`src/rtl/bennett_pkg.sv`:
```
// bennett_pkg: shared state encoding and default geometry for the Bennett phase sequencer.
package bennett_pkg;
    localparam int BENNETT_WIDTH_DEF = 8;
    localparam int BENNETT_HOLD_DEF  = 1;
    typedef enum logic [1:0] {ST_IDLE, ST_RAMP_UP, ST_HOLD, ST_RAMP_DOWN} bennett_state_e;
endpackage

```
`src/rtl/bennett_hold_timer.sv`:
```
// bennett_hold_timer: down-counter measuring the HOLD evaluation window.
module bennett_hold_timer #(
    parameter int HOLD = 1
) (
    input  logic clk,
    input  logic reset,
    input  logic load,
    input  logic tick,
    output logic done
);
    localparam int CW = $clog2(HOLD + 1);
    logic [CW-1:0] cnt_q, cnt_d;
    // Loaded with HOLD-1 so done rises in the last cycle of the window.
    always_comb cnt_d = load ? CW'(HOLD - 1) : (tick && cnt_q != '0) ? cnt_q - CW'(1) : cnt_q;
    always_ff @(posedge clk or posedge reset)
        if (reset) cnt_q <= '0;
        else       cnt_q <= cnt_d;
    assign done = (cnt_q == '0);
endmodule

```
`src/rtl/bennett_phase_seq.sv`:
```
// bennett_phase_seq: thermometer-coded Bennett clock phase sequencer.
// Define BENNETT_STRETCH_EN to add the stretch input that extends the HOLD phase.
module bennett_phase_seq
    import bennett_pkg::*;
#(
    parameter int WIDTH = BENNETT_WIDTH_DEF,
    parameter int HOLD  = BENNETT_HOLD_DEF
) (
    input  logic             clk,
    input  logic             reset,
    input  logic             start,
`ifdef BENNETT_STRETCH_EN
    input  logic             stretch,
`endif
    output logic             ready,
    output logic             valid,
    output logic             instFlag,
    output logic [WIDTH-1:0] clkp,
    output logic [WIDTH-1:0] clkn
);
    if (WIDTH < 2 || WIDTH > 32) begin : g_bad_width
        $fatal(1, "bennett_phase_seq: WIDTH must be 2..32");
    end
    if (HOLD < 1 || HOLD > 255) begin : g_bad_hold
        $fatal(1, "bennett_phase_seq: HOLD must be 1..255");
    end

    bennett_state_e   state_q, state_d;
    logic [WIDTH-1:0] clkp_q, clkp_d, clkn_q, clkn_d;
    logic             valid_q, valid_d, inst_q, inst_d;
    logic             load, tick, done, hold_ext;

`ifdef BENNETT_STRETCH_EN
    assign hold_ext = stretch;
`else
    assign hold_ext = 1'b0;
`endif

    bennett_hold_timer #(.HOLD(HOLD)) u_hold (
        .clk(clk), .reset(reset), .load(load), .tick(tick), .done(done)
    );

    always_comb begin
        state_d = state_q;
        clkp_d  = clkp_q;
        inst_d  = 1'b0;
        load    = 1'b0;
        tick    = 1'b0;
        case (state_q)
            ST_IDLE: if (start) begin
                clkp_d  = WIDTH'(1);
                state_d = ST_RAMP_UP;
            end
            ST_RAMP_UP: begin
                clkp_d = {clkp_q[WIDTH-2:0], 1'b1};
                if (clkp_q[WIDTH-2]) begin
                    state_d = ST_HOLD;
                    load    = 1'b1;
                end
            end
            ST_HOLD: if (done && !hold_ext) begin
                clkp_d  = clkp_q >> 1;
                state_d = ST_RAMP_DOWN;
            end else tick = 1'b1;
            ST_RAMP_DOWN: begin
                clkp_d = clkp_q >> 1;
                if (!clkp_q[1]) begin
                    state_d = ST_IDLE;
                    inst_d  = 1'b1;
                end
            end
            default: state_d = ST_IDLE;
        endcase
        valid_d = (state_d == ST_HOLD);
        clkn_d  = ~clkp_d;
    end

    always_ff @(posedge clk or posedge reset)
        if (reset) begin
            state_q <= ST_IDLE;
            clkp_q  <= '0;
            clkn_q  <= '1;
            valid_q <= 1'b0;
            inst_q  <= 1'b0;
        end else begin
            state_q <= state_d;
            clkp_q  <= clkp_d;
            clkn_q  <= clkn_d;
            valid_q <= valid_d;
            inst_q  <= inst_d;
        end

    assign ready    = (state_q == ST_IDLE);
    assign valid    = valid_q;
    assign instFlag = inst_q;
    assign clkp     = clkp_q;
    assign clkn     = clkn_q;
endmodule
```
`config.mk`:
```
export PLATFORM = sky130hd
export DESIGN_NAME = bennett_phase_seq
export DESIGN_NICKNAME = d
export VERILOG_FILES = /design/src/rtl/bennett_pkg.sv /design/src/rtl/bennett_hold_timer.sv /design/src/rtl/bennett_phase_seq.sv
export SDC_FILE = /design/constraint.sdc
export NUM_CORES = 1
export LEC_CHECK = 0
export BUFFER_PORTS_ARGS = -buffer_cell sky130_fd_sc_hd__buf_2
export CELL_PAD_IN_SITES_DETAIL_PLACEMENT = 1
export CELL_PAD_IN_SITES_GLOBAL_PLACEMENT = 1
export CORE_AREA = 2 2 58 60
export CTS_BUF_LIST = sky130_fd_sc_hd__clkbuf_4 sky130_fd_sc_hd__clkbuf_8
export DETAILED_ROUTE_END_ITERATION = 16
export DIE_AREA = 0 0 60 62
export PLACE_DENSITY_LB_ADDON = 0.1
export SETUP_SLACK_MARGIN = 0.3
export SLEW_MARGIN = 20
export SYNTH_ARGS = -nofsm -noshare
export SYNTH_HDL_FRONTEND = slang
export SYNTH_HIERARCHICAL = 1
export SYNTH_SLANG_ARGS = --single-unit
```
`constraint.sdc`:
```
create_clock -name clk -period 1.8 [get_ports clk]
set_input_delay 0.36 -clock clk [delete_from_list [all_inputs] [get_ports clk]]
set_output_delay 0.36 -clock clk [all_outputs]
set_load 0.005 [all_outputs]
```
==> results.txt <==
The flow ran to the end, and the final reports show no timing, DRC or antenna violations. For the pin with the worst max-slew slack, the measured transition is 0.374 ns. Global routing finished with a remaining overflow of 0. The initial antenna violation count is 0. In this run the worst hold path is classified as in2async. The final worst-path cycle share came out at 0.773. At the end of the flow the core is filled with cells to 0.346. The Yosys step of the flow raised 6 warnings. The maximum clock rate came out at 719 MHz.

The clock net sink count is 21. Across all setup checks in the final design, the least slack found is 0.409 ns. The count of input and output buffers is 21. The final weighted congestion of routability-driven global placement is roughly 0.67. The net count after synthesis is 74.

The synthesized area divided by synthesized cell count came out at 12.8 um^2. The post-layout net count came out at 101. At the worst endpoint, the arrival time is 1.03 ns. The first-pass GRT wire length is 2890 um.

The synthesized netlist cell count came out at 71. Across the run, the number of max-cap violations was 0. The share of post-route cells with drive strength above 1 came out at 0.546.

The number of iterations in the first detailed-routing pass came out at 2. The count of unique library cells instantiated by Yosys is 27. The worst setup timing slack at the placement stage is 0.313 ns. The detailed-route vias per instance came out at around 4.5. The core region area came out at 3180 um^2. The leakage power is 0.000506 uW. The pin count of the biggest net entering global routing is 21. STA classifies the critical path startpoint as a register. Setup repair after global routing left no endpoint under its margin. The final-report hold violation count came to 0.

The number of global-route vias before repair came out at 602. The starting density of the core is 0.285. TritonCTS built the clock tree. Setup violations remaining at the end of the flow were counted as 0.

The cell area that synthesis handed to floorplanning was 907 um^2. The critical path is of the reg2out type. The final routed DRC violation total came out at 0.

In this run the remaining antenna-violating nets after routing total 0. The largest buffer count on any clock path is 2. The clock skew after layout is 0.000789 ns. The biggest fanout along the worst timing path came out at 10. The proportion of synthesized chip area in sequential cells came out at 0.590. In this run the vertical extent of the chip is 62 um. The endpoint required time on the critical path is 1.44 ns. The layout has 372 filler cells. The final total negative setup slack is 0 ns. The die outline area came out at 3720 um^2.

Clock tree synthesis selected as its root buffer the cell clkbuf_4. The I/O pin total is 22. Leaving out fill and tap cells, the most frequent cell in the layout is buf_2. The violation count after the first detailed-route iteration is 15. The die width came out at 60 um. The total number of H-tree levels is 1. The vias after detailed routing is 640. Clock tree synthesis inserted a total of 3 buffers.

Compared with the post-synthesis result, the final layout area differs by 21.4%. For the finished layout, the period the worst path requires is 1.39 ns. The relative slew slack came out at 0.751. The number of synthesized register bits came out at 21.

The clock-pin slew on the worst setup and hold paths came out at 0.12 ns. The power per cell area came out at 1680 nW/um^2. The worst hold slack is 0.417 ns. The overall routing resource usage came out at 0.110. The antenna diode instance count came out at 0. STA classifies the critical path endpoint as an output port. The worst-case vdd ir drop is 0.377 mV. The number of slew-limit violations in the final report came out at 0. The count of standard-cell rows is 21. The clock latency on the worst-skew pair came out at 0.30 ns.

The final wirelength came out at 1790 um. In the layout the commonest cells are buf_2 (21), dfrtp_1 (11), dfstp_2 (8), and2_1 (5), a221oi_1 (5). The detail-routed net length per standard cell came out at 12.5 um. The worst-case register-to-register setup slack came out at 0.43 ns.
==> layer usage <==
metal / GRT usage / vias up / part of all wire
li1: - / 310 / -
met1: 0.137 / 317 / 0.47
met2: 0.174 / 11 / 0.49
met3: 0.0248 / 2 / 0.032
met4: 0.0667 / 0 / 0.011
met5: 0 / - / 0
==> metrics by stage <==
| step | cell area [um^2] | power [uW] | cells |
|---|---|---|---|
| after floorplan | 907 | 1390 | 71 |
| after global placement | 1040 | 1610 | 136 |
| after detailed placement | 1040 | 1610 | 136 |
| after CTS | 1100 | 1880 | 143 |
| after global routing | 1100 | 2040 | 143 |
| final | 1100 | 1850 | 143 |
==> critical path, stage by stage, from the launching register on <==
cell and delay, ns:
dfrtp_2 0.51, nor2_1 0.11, buf_2 0.11
==> area by class of cell <==
| cell class | instances | area (um^2) | share of cell area |
|---|---|---|---|
| sequential | 21 | 538 | 0.489 |
| clock inverter | 1 | 5.00 | 0.00455 |
| tap | 46 | 57.6 | 0.0523 |
| inverter | 5 | 18.8 | 0.0170 |
| timing repair buffer | 25 | 138 | 0.125 |
| multi-input combinational | 42 | 322 | 0.292 |
| clock buffer | 3 | 22.5 | 0.0205 |
==> repair_timing <==
action	4_1_cts	5_1_grt
hold buffers	1	0
resized for setup	0	3
buffers inserted	2	0
endpoints found under the setup margin	5	10
pin swaps	1	0
endpoints found under the hold margin	1	0
==> synthesized netlist by cell type, drive strengths merged <==
cell type	n	area, um^2
mux2i	1	10.0
a22oi	1	7.51
a221o	5	55.1
nand2	1	3.75
nand3b	1	7.51
a211oi	1	20.0
nand2b	1	6.26
inv	5	18.8
o21ai	2	10.0
a221oi	5	43.8
a21o	2	17.5
nor3b	1	12.5
or2	1	6.26
and2b	1	8.76
and2	6	40.0
or3b	1	8.76
nor2	5	21.3
a22o	1	10.0
a21oi	4	20.0
dfstp	8	210
buf	3	33.8
dfrtp	13	325
nor3	2	10.0
==> state kept, by name, indices dropped and copies added, names as in the netlist <==
register and cells:
clkn 8, clkp 8, state_q 2, instFlag 1
u_hold/cnt_q 1, valid 1
==> power by group <==
| part | internal [uW] | total [uW] | leakage (uW) | switching (uW) |
|---|---|---|---|---|
| Clock | 82.9 | 231 | 0.0000177 | 148 |
| Sequential | 717 | 904 | 0.000248 | 187 |
| Combinational | 385 | 718 | 0.000240 | 332 |
| Total | 1180 | 1850 | 0.000506 | 667 |
==> final timing paths <==
path                                            from                       end  cells after the start
worst max-delay path            state_q[0]$_DFF_PP0_                     ready                      2
worst min-delay path                           reset  u_hold/cnt_q$_DFFE_PP0P_                      3
worst max register to register  state_q[1]$_DFF_PP0_         clkp[6]$_DFF_PP0_                      4
worst min register to register     clkp[7]$_DFF_PP0_         clkn[7]$_DFF_PP1_                      1
max in group asynchronous                      reset         clkn[0]$_DFF_PP1_                      4
min in group clk                               start      state_q[0]$_DFF_PP0_                      3
==> cells by family (layout without fill, tap and decap cells) <==
group	count (synthesis)	after routing	share of synthesized area
compound gates	21	21	0.203
buf+inv	8	34	0.0579
flops	21	21	0.590
simple gates	20	20	0.138
mux	1	1	0.0110
Power figures use the tool's default switching activity.
